`config.mk`:
```
export PLATFORM = sky130hd
export DESIGN_NAME = ram_burst_ctrl_flat
export DESIGN_NICKNAME = d
export VERILOG_FILES = /design/src/rtl/ram_pkg.sv /design/src/rtl/ram_burst_ctrl_if.sv /design/src/rtl/ram_skid_fifo.sv /design/src/rtl/ram_burst_ctrl.sv /design/src/flat_wrapper.sv
export SDC_FILE = /design/constraint.sdc
export NUM_CORES = 1
export LEC_CHECK = 0
export BUFFER_PORTS_ARGS = -buffer_cell sky130_fd_sc_hd__clkbuf_2
export CAP_MARGIN = 20
export CORE_MARGIN = 10
export CORE_UTILIZATION = 25
export DETAILED_ROUTE_END_ITERATION = 10
export GPL_ROUTABILITY_DRIVEN = 1
export GPL_TIMING_DRIVEN = 0
export PLACE_DENSITY = 0.51
export SLEW_MARGIN = 15
export SYNTH_ARGS = -nofsm -noshare
export SYNTH_HDL_FRONTEND = slang
export SYNTH_SLANG_ARGS = --single-unit
```
`constraint.sdc`:
```
create_clock -name clk -period 3.3 [get_ports clk]
set_input_delay 0.33 -clock clk [delete_from_list [all_inputs] [get_ports clk]]
set_output_delay 0.33 -clock clk [all_outputs]
set_load 0.005 [all_outputs]
```
`src/rtl/ram_pkg.sv`:
```
// Shared constants and state encoding for the RAM burst controller.
// Defaults here feed the parameters of the controller and its interface.
package ram_pkg;

    localparam int RAM_AW     = 8;
    localparam int RAM_DW     = 32;
    localparam int RAM_RD_LAT = 1;

    typedef enum logic [1:0] {
        S_IDLE,
        S_WRITE,
        S_READ,
        S_DRAIN
    } state_e;

endpackage

```
`src/rtl/ram_burst_ctrl_if.sv`:
```
// Command, write-data and read-data handshakes of the burst controller.
// The master side issues bursts; the slave side is the controller.
interface ram_burst_ctrl_if
    import ram_pkg::*;
#(
    parameter int AW = RAM_AW,
    parameter int DW = RAM_DW
);

    logic          cmd_valid;
    logic          cmd_ready;
    logic          cmd_wr;
    logic [AW-1:0] cmd_addr;
    logic [AW-1:0] cmd_len;

    logic          wdata_valid;
    logic          wdata_ready;
    logic [DW-1:0] wdata;

    logic          rdata_valid;
    logic          rdata_ready;
    logic [DW-1:0] rdata;

    logic          done;
    logic          busy;

    modport master (
        output cmd_valid, cmd_wr, cmd_addr, cmd_len,
        output wdata_valid, wdata, rdata_ready,
        input  cmd_ready, wdata_ready,
        input  rdata_valid, rdata, done, busy
    );

    modport slave (
        input  cmd_valid, cmd_wr, cmd_addr, cmd_len,
        input  wdata_valid, wdata, rdata_ready,
        output cmd_ready, wdata_ready,
        output rdata_valid, rdata, done, busy
    );

endinterface

```
`src/rtl/ram_skid_fifo.sv`:
```
// Two-entry FIFO holding returned read words until the consumer takes them.
// Caller guarantees no push when full and no pop when empty.
module ram_skid_fifo
    import ram_pkg::*;
#(
    parameter int W = RAM_DW
) (
    input  logic         clk,
    input  logic         rst_n,
    input  logic         push,
    input  logic [W-1:0] din,
    input  logic         pop,
    output logic [W-1:0] dout,
    output logic         valid,
    output logic [1:0]   count
);

    logic [W-1:0] mem_q [2];
    logic [W-1:0] mem_d [2];
    logic         wp_q, wp_d;
    logic         rp_q, rp_d;
    logic [1:0]   cnt_q, cnt_d;

    always_comb begin
        mem_d = mem_q;
        wp_d  = wp_q;
        rp_d  = rp_q;
        if (push) begin
            mem_d[wp_q] = din;
            wp_d        = ~wp_q;
        end
        if (pop) begin
            rp_d = ~rp_q;
        end
        cnt_d = cnt_q + {1'b0, push} - {1'b0, pop};
    end

    always_ff @(posedge clk or negedge rst_n) begin
        if (!rst_n) begin
            for (int i = 0; i < 2; i++) begin
                mem_q[i] <= '0;
            end
            wp_q  <= 1'b0;
            rp_q  <= 1'b0;
            cnt_q <= 2'd0;
        end else begin
            mem_q <= mem_d;
            wp_q  <= wp_d;
            rp_q  <= rp_d;
            cnt_q <= cnt_d;
        end
    end

    assign dout  = mem_q[rp_q];
    assign valid = (cnt_q != 2'd0);
    assign count = cnt_q;

endmodule

```
`src/rtl/ram_burst_ctrl.sv`:
```
// Burst controller turning write/read bursts into single-word RAM accesses.
// Reads are windowed so in-flight plus buffered words never exceed two.
module ram_burst_ctrl
    import ram_pkg::*;
#(
    parameter int AW     = RAM_AW,
    parameter int DW     = RAM_DW,
    parameter int RD_LAT = RAM_RD_LAT
) (
    input  logic                clk,
    input  logic                rst_n,
    ram_burst_ctrl_if.slave     bus,
    output logic [AW-1:0]       ram_addr,
    output logic [DW-1:0]       ram_din,
    output logic                ram_rw,
    input  logic [DW-1:0]       ram_dout
);

    localparam logic [AW:0] LEN_MAX = {1'b1, {AW{1'b0}}};
    localparam logic [AW:0] LEN_ONE = {{AW{1'b0}}, 1'b1};

    state_e        state_q, state_d;
    logic [AW-1:0] ptr_q, ptr_d;
    logic [AW:0]   cnt_q, cnt_d;
    logic          done_q, done_d;
    logic          infl_q, infl_d;

    logic          wr_hs;
    logic          issue;
    logic          push;
    logic          pop;
    logic          fifo_valid;
    logic [DW-1:0] fifo_dout;
    logic [1:0]    held;
    logic [2:0]    occ;

    assign wr_hs = (state_q == S_WRITE) && bus.wdata_valid;
    assign pop   = fifo_valid && bus.rdata_ready;

    // A word popped this cycle frees its slot for a read issued this cycle.
    assign occ   = 3'(infl_q) + 3'(held) - 3'(pop);
    assign issue = (state_q == S_READ) && (occ < 3'd2);
    assign push  = (RD_LAT == 0) ? issue : infl_q;

    always_comb begin
        state_d = state_q;
        ptr_d   = ptr_q;
        cnt_d   = cnt_q;
        done_d  = 1'b0;
        infl_d  = (RD_LAT == 0) ? 1'b0 : issue;
        unique case (state_q)
            S_IDLE: begin
                if (bus.cmd_valid) begin
                    state_d = bus.cmd_wr ? S_WRITE : S_READ;
                    ptr_d   = bus.cmd_addr;
                    cnt_d   = (bus.cmd_len == '0) ? LEN_MAX
                                                  : {1'b0, bus.cmd_len};
                end
            end
            S_WRITE: begin
                if (wr_hs) begin
                    ptr_d = ptr_q + 1'b1;
                    cnt_d = cnt_q - LEN_ONE;
                    if (cnt_q == LEN_ONE) begin
                        state_d = S_IDLE;
                        done_d  = 1'b1;
                    end
                end
            end
            S_READ: begin
                if (issue) begin
                    ptr_d = ptr_q + 1'b1;
                    cnt_d = cnt_q - LEN_ONE;
                    if (cnt_q == LEN_ONE) begin
                        state_d = S_DRAIN;
                    end
                end
            end
            S_DRAIN: begin
                if (!infl_q && held == 2'd1 && pop) begin
                    state_d = S_IDLE;
                    done_d  = 1'b1;
                end
            end
            default: begin
                state_d = S_IDLE;
            end
        endcase
    end

    always_ff @(posedge clk or negedge rst_n) begin
        if (!rst_n) begin
            state_q <= S_IDLE;
            ptr_q   <= '0;
            cnt_q   <= '0;
            done_q  <= 1'b0;
            infl_q  <= 1'b0;
        end else begin
            state_q <= state_d;
            ptr_q   <= ptr_d;
            cnt_q   <= cnt_d;
            done_q  <= done_d;
            infl_q  <= infl_d;
        end
    end

    ram_skid_fifo #(
        .W (DW)
    ) u_fifo (
        .clk   (clk),
        .rst_n (rst_n),
        .push  (push),
        .din   (ram_dout),
        .pop   (pop),
        .dout  (fifo_dout),
        .valid (fifo_valid),
        .count (held)
    );

    assign bus.cmd_ready   = (state_q == S_IDLE);
    assign bus.wdata_ready = (state_q == S_WRITE);
    assign bus.busy        = (state_q != S_IDLE);
    assign bus.done        = done_q;
    assign bus.rdata_valid = fifo_valid;
    assign bus.rdata       = fifo_dout;

    assign ram_rw   = wr_hs;
    assign ram_addr = ptr_q;
    assign ram_din  = wr_hs ? bus.wdata : '0;

endmodule

```
`src/flat_wrapper.sv`:
```
// flat-port wrapper written by rule: the top's interface ports become plain ports
module ram_burst_ctrl_flat import ram_pkg::*;
#(
    parameter int AW     = RAM_AW,
    parameter int DW     = RAM_DW,
    parameter int RD_LAT = RAM_RD_LAT
)
  (clk, rst_n, ram_addr, ram_din, ram_rw, ram_dout, bus_cmd_valid, bus_cmd_wr, bus_cmd_addr, bus_cmd_len, bus_wdata_valid, bus_wdata, bus_rdata_ready, bus_cmd_ready, bus_wdata_ready, bus_rdata_valid, bus_rdata, bus_done, bus_busy);
  ram_burst_ctrl_if #(.AW(AW), .DW(DW)) bus_i ();
  input  logic clk;
  input  logic rst_n;
  output logic [AW-1:0] ram_addr;
  output logic [DW-1:0] ram_din;
  output logic ram_rw;
  input  logic [DW-1:0] ram_dout;
  input wire logic [$bits(bus_i.cmd_valid)-1:0] bus_cmd_valid;
  input wire logic [$bits(bus_i.cmd_wr)-1:0] bus_cmd_wr;
  input wire logic [$bits(bus_i.cmd_addr)-1:0] bus_cmd_addr;
  input wire logic [$bits(bus_i.cmd_len)-1:0] bus_cmd_len;
  input wire logic [$bits(bus_i.wdata_valid)-1:0] bus_wdata_valid;
  input wire logic [$bits(bus_i.wdata)-1:0] bus_wdata;
  input wire logic [$bits(bus_i.rdata_ready)-1:0] bus_rdata_ready;
  output wire logic [$bits(bus_i.cmd_ready)-1:0] bus_cmd_ready;
  output wire logic [$bits(bus_i.wdata_ready)-1:0] bus_wdata_ready;
  output wire logic [$bits(bus_i.rdata_valid)-1:0] bus_rdata_valid;
  output wire logic [$bits(bus_i.rdata)-1:0] bus_rdata;
  output wire logic [$bits(bus_i.done)-1:0] bus_done;
  output wire logic [$bits(bus_i.busy)-1:0] bus_busy;
  assign bus_i.cmd_valid = bus_cmd_valid;
  assign bus_i.cmd_wr = bus_cmd_wr;
  assign bus_i.cmd_addr = bus_cmd_addr;
  assign bus_i.cmd_len = bus_cmd_len;
  assign bus_i.wdata_valid = bus_wdata_valid;
  assign bus_i.wdata = bus_wdata;
  assign bus_i.rdata_ready = bus_rdata_ready;
  assign bus_cmd_ready = bus_i.cmd_ready;
  assign bus_wdata_ready = bus_i.wdata_ready;
  assign bus_rdata_valid = bus_i.rdata_valid;
  assign bus_rdata = bus_i.rdata;
  assign bus_done = bus_i.done;
  assign bus_busy = bus_i.busy;
  ram_burst_ctrl #(.AW(AW), .DW(DW), .RD_LAT(RD_LAT)) u_core (.clk(clk), .rst_n(rst_n), .bus(bus_i), .ram_addr(ram_addr), .ram_din(ram_din), .ram_rw(ram_rw), .ram_dout(ram_dout));
endmodule
```
# Word-level counts from Yosys, hierarchy flattened
# Cells that the tools add are included.
# classes
n_addsub	6
n_lt_le_gt_ge	4
n_eq_ne	11
muxes	28
bitwise_logic	4
reduce_logical	14
# op_table
cell	n
two-way mux 32 bit	5
bitwise mux 64 bit	1
two-way mux 9 bit	4
demux 32 bit (select 1 bit)	1
case mux 9 bit (3 select lines)	1
two-way mux 8 bit	3
case mux 8 bit (3 select lines)	1
two-way mux 2 bit	7
== test 9 x 1 -> 1 bit, second input constant	1
subtractor 9 x 1 -> 9 bit, second input constant	1
adder 8 x 1 -> 8 bit, second input constant	1
zero test 8 bit	1
!= test 2 x 1 -> 1 bit, second input constant	4
case mux 2 bit (4 select lines)	1
logical AND 1 bit	6
AND reduction 6 bit	1
== test 2 x 1 -> 1 bit, second input constant	2
== test 2 bit, second input constant	2
>= comparator 2 bit, second input constant	2
!= test 2 bit, second input constant	2
inverter 1 -> 2 bit	2
AND reduction 4 bit	1
nonzero test 2 bit	2
adder 1 x 2 -> 3 bit	1
other kinds (11)	14
# totals
register_bits	89
out_inout_bits	78

# Depth between registers and ports, before layout
# logic_depth
ltp_word	7
ltp_mapped	11

# Cells and area by module
# A second synthesis with hierarchy kept.
# unflattened
hier_cells	391
area_unflattened_um2	4770.8
# by_module_without_submodules
mod	instances	cells_each	area_each_um2
ram_skid_fifo	1	186	3093.0
ram_burst_ctrl	1	205	1677.9

# Worst setup path after synthesis
# Ideal clock, no wire load.
# synth_path
path_kind	register to register
startpoint	reg u_core.u_fifo.cnt_q[1], in the netlist u_core.u_fifo.count[1]
endpoint	reg u_core.state_q[0]
arrival_ps	2888
required_time_ps	3175
slack_ps	287
stages_incl_launch_ff	11
path_buffers	0
path_cell_list	dfrtp_1 -> or2_1 -> and2_1 -> ha_1 -> inv_1 -> ha_1 -> fa_1 -> xnor2_1 -> o21a_4 -> or4_4 -> mux2_4
# synth_via
elab_chain_cells	7
# synth_lines
item	line_no	source
start, declared	ram_skid_fifo.sv:22	logic [1:0] cnt_q, cnt_d;
start signal, assigned	ram_skid_fifo.sv:50	cnt_q <= cnt_d;
nonzero test 2 bit *	ram_skid_fifo.sv:55	assign valid = (cnt_q != 2'd0);
named net bus_rdata_valid	flat_wrapper.sv:25	output wire logic [$bits(bus_i.rdata_valid)-1:0] bus_rdata_valid;
logical AND 1 bit *	ram_burst_ctrl.sv:38	assign pop = fifo_valid && bus.rdata_ready;
named net u_core.pop	ram_burst_ctrl.sv:31	logic pop;
subtractor 3 x 1 -> 3 bit	ram_burst_ctrl.sv:41	assign occ = 3'(infl_q) + 3'(held) - 3'(pop);
< comparator 3 x 2 -> 1 bit	ram_burst_ctrl.sv:42	assign issue = (state_q == S_READ) && (occ < 3'd2);
logical AND 1 bit	ram_burst_ctrl.sv:42	
!= test 2 x 1 -> 1 bit (no line)	-	
AND reduction 6 bit (no line) *	-	
end signal, assigned	ram_burst_ctrl.sv:99	state_q <= state_d;
end, declared	ram_burst_ctrl.sv:22	state_e state_q, state_d;
# Mark *: on every way through the listed nets, which the timed path passes. The rest lies on a longest branch.
# A chain may end at the register's enable or synchronous reset.

# Worst setup path in the final report
# layout_path
startpoint	reg u_core.u_fifo.cnt_q[1], in the netlist u_core.u_fifo.count[1]
endpoint	reg u_core.state_q[0]
# layout_via
elab_chain_cells	7
# layout_lines
item	line_no
nonzero test 2 bit *	ram_skid_fifo.sv:55
logical AND 1 bit *	ram_burst_ctrl.sv:38
named net u_core.pop	ram_burst_ctrl.sv:31
subtractor 3 x 1 -> 3 bit	ram_burst_ctrl.sv:41
< comparator 3 x 2 -> 1 bit	ram_burst_ctrl.sv:42
logical AND 1 bit	ram_burst_ctrl.sv:42
!= test 2 x 1 -> 1 bit (no line)	-
AND reduction 6 bit (no line) *	-
# Marks and branches as above.

==> flow_metrics.tcl <==
set metrics [dict create \
    outcome "finished clean" \
    cts_buffer_depth 2 \
    dp_cells 780 \
    port_buffers 163 \
    cts_tree "yes" \
    hold_path_class "input pin to async pin" \
    power.internal_mw 3.789 \
    slew_viol_final 0 \
    syn_to_final_growth_pct 31.29 \
    stdcell_count 796 \
    drt_iter0_markers 206 \
    critPathMaxStageDelay_ns 0.55 \
    final_nets 658 \
    rsz0062_at_grt "no" \
    grt_pass1_vias 4369 \
    htree_levels 3 \
    yosysWarnings 0 \
    grt_max_degree 90 \
    finalPower_mw 6.094 \
    numCtsBuffers 9 \
    crit_path_end_kind "register" \
    final_cell_mix "163 x clkbuf_2, 89 x dfrtp_1, 79 x mux2_2" \
    ir_worst_vdd_mv 0.5135 \
    syn_nets 484 \
    fin_worst_skew_ns 0.01314 \
    insertedDiodeCount 0 \
    power.leakage_nw 2.926 \
    syn_area_per_cell_um2 11.81 \
    ios 164 \
    max_cap_viol_count 0 \
    setup_violations 0 \
    drt_pass1_iterations 4 \
    setup.worst_path.start_class "register" \
    power_density_nw_per_um2 1013 \
    clkTransAtPathRegs_ns 0.07 \
    wl_mm 13.63 \
    cp_cell_sequence "or2_1 -> and2_1 -> ha_1 -> inv_1 -> ha_1 -> fa_1 -> xnor2_1 -> o21a_4 -> or4_4 -> mux2_4" \
    synthArstFlopShare_pct 100.0 \
    fmax_mhz 315.8 \
    ys_top_cells_by_area "dfrtp_1 49%, mux2_2 19%, and3_1 4.4%" \
    cts_hold_buf 0 \
    die_h_um 155.4 \
    synth_top_area_share_pct 48.61 \
    initial_core_util_pct 25.42 \
    path_buf_inv 1 \
    path_delay_family "simple AND/OR/NAND/NOR gates" \
    synth_top_area_cell "dfrtp_1" \
    rows 49 \
    syn_area_um2 4582 \
    switching_power_mw 2.305 \
    power_frac_comb_pct 49.7 \
    cpMostUsedCell "ha_1" \
    core_area_um2 18020 \
    via_per_inst 4.742 \
    place_hpwl_mm 10.54 \
    final_common_cell "clkbuf_2" \
    period_share_pct 95.97 \
    worst-slew-pin-transition_ns 0.7856 \
    arrival_ns 3.39 \
    synth_edf_count 0 \
    die_w_um 155.4 \
    grt_antenna_before_repair 0 \
    power_frac_seq_pct 32.6 \
    pwr-share-clk_pct 17.6 \
    postRouteAntennaNets 0 \
    worstSetupPathType "register to register" \
    ys_types 49 \
    seq_area_frac_synth_pct 48.61 \
    p_sw_share_pct 37.83 \
    clock_tree.root_cell "clkbuf_16" \
    globalRoute.totalOverflow 0 \
    slowest_stage "or4_4" \
    relSlewSlack_pct 47.63 \
    fp.dieArea_um2 24140 \
    fin_crit_ns 3.167 \
    globalplace.congestion 0.8314 \
    cts.sinks 89 \
    ys.flop_type "dfrtp_1" \
    route.vias.total 3775 \
    hold_viol 0 \
    clock_latency_ns 0.34 \
    crit_required_ns 3.52 \
    drive_above_1_share_pct 47.62 \
    cts_setup_buffers 0 \
    drc_errors 0 \
    holdWs_ns 0.05637 \
    grt_pass1_wl_mm 22.27 \
    wl_per_cell_um 17.12 \
    grt_util_all_layers_pct 11.18 \
    critPathMaxFanout 7 \
    ys_seq_elements 89 \
    synthCells 388 \
]
through the flow:
step	TNS, ns	cell area, um^2	setup WS, ns	utilization (%)
final	0	6016	0.1332	33.38
after global routing	0	6016	0.003581	33.38
after CTS	0	6010	0.05560	33.34
after detailed placement	-0.8911	5693	-0.09960	31.58
after global placement	-0.3130	5684	-0.03732	31.54
after floorplan	0	4582	0.2872	-
path summary, 6_finish.rpt:
path                                                startpoint                                   to  slack (ns)  depth (start not counted)
setup / recovery              u_core.u_fifo.count[1]$_DFF_PN0_        u_core.state_q[0]$_DFFE_PN0P_        0.13                         10
hold / removal                                           rst_n  u_core.u_fifo.mem_q[38]$_DFFE_PN0P_        0.06                          1
setup reg to reg              u_core.u_fifo.count[1]$_DFF_PN0_        u_core.state_q[0]$_DFFE_PN0P_        0.13                         10
hold reg to reg            u_core.u_fifo.mem_q[60]$_DFFE_PN0P_  u_core.u_fifo.mem_q[60]$_DFFE_PN0P_        0.48                          1
max in group asynchronous                                rst_n          u_core.cnt_q[6]$_DFFE_PN0P_        2.74                          1
min in group clk                                  ram_dout[21]  u_core.u_fifo.mem_q[21]$_DFFE_PN0P_        0.22                          2
worst reg2reg max path: stages, from the launching register on:
cell	delay, ns
dfrtp_1	0.40
or2_1	0.25
and2_1	0.19
ha_1	0.28
inv_1	0.04
ha_1	0.18
fa_1	0.38
xnor2_1	0.20
o21a_4	0.27
or4_4	0.55
mux2_4	0.31
flip-flops by register name, indices dropped and copies added (netlist names):
name,count
u_core.bus.done,1
u_core.cnt_q,9
u_core.infl_q,1
u_core.ram_addr,8
u_core.state_q,2
u_core.u_fifo.count,2
u_core.u_fifo.mem_q,64
u_core.u_fifo.rp_q,1
u_core.u_fifo.wp_q,1
cell usage after synthesis (5+ instances only):
| cell type | number |
|---|---|
| nand2_1 | 17 |
| o22ai_1 | 5 |
| nor2_1 | 9 |
| nor4_1 | 5 |
| a31oi_1 | 5 |
| mux2_2 | 79 |
| o21ai_0 | 10 |
| mux2_1 | 17 |
| inv_1 | 12 |
| dfrtp_1 | 89 |
| ha_1 | 9 |
| a21oi_1 | 14 |
| and3_1 | 32 |
| nand3_1 | 5 |
| clkbuf_1 | 19 |
layer usage:
metal	vias to the layer above	wire length, um	track usage [%]
li1	1769	-	-
met1	1837	6019	13.45
met2	163	6303	18.12
met3	6	1215	4.687
met4	0	89	2.585
met5	-	0	0
power groups by stage:
stage	Sequential [mW]	Clock, mW	Combinational, mW
CTS	1.99	1.11	3.08
global placement	1.96	0	2.97
global route	2.07	1.16	3.38
finish	1.99	1.07	3.03
detailed placement	2.00	0	3.06
floorplan	1.91	0	2.04
cell type report:
cell class	count	area, um^2
multi-input combinational	261	2218
timing repair buffer	163	824.5
tap	229	286.5
fill	1842	12010
clock inverter	5	62.56
buffer	22	83.83
clock buffer	11	252.7
sequential	89	2227
inverter	16	60.06
cell families (layout without fill, tap and decap cells):
logic type	after synthesis	count (layout)	synth area share, %
adder cells (fa/ha/maj)	10	10	2.895
multiplexers	102	102	25.12
flip-flops	89	89	48.61
XOR/XNOR	3	3	0.5736
AO/OA/AOI/OAI	59	59	8.766
buffers and inverters	38	217	3.113
AND/OR/NAND/NOR	87	87	10.92
repair_timing:
item                                   in CTS  in global routing
resized for setup                           1                  1
setup endpoints to repair                  10                 10
endpoints found under the hold margin       0                  0
Power figures use the tool's default switching activity.
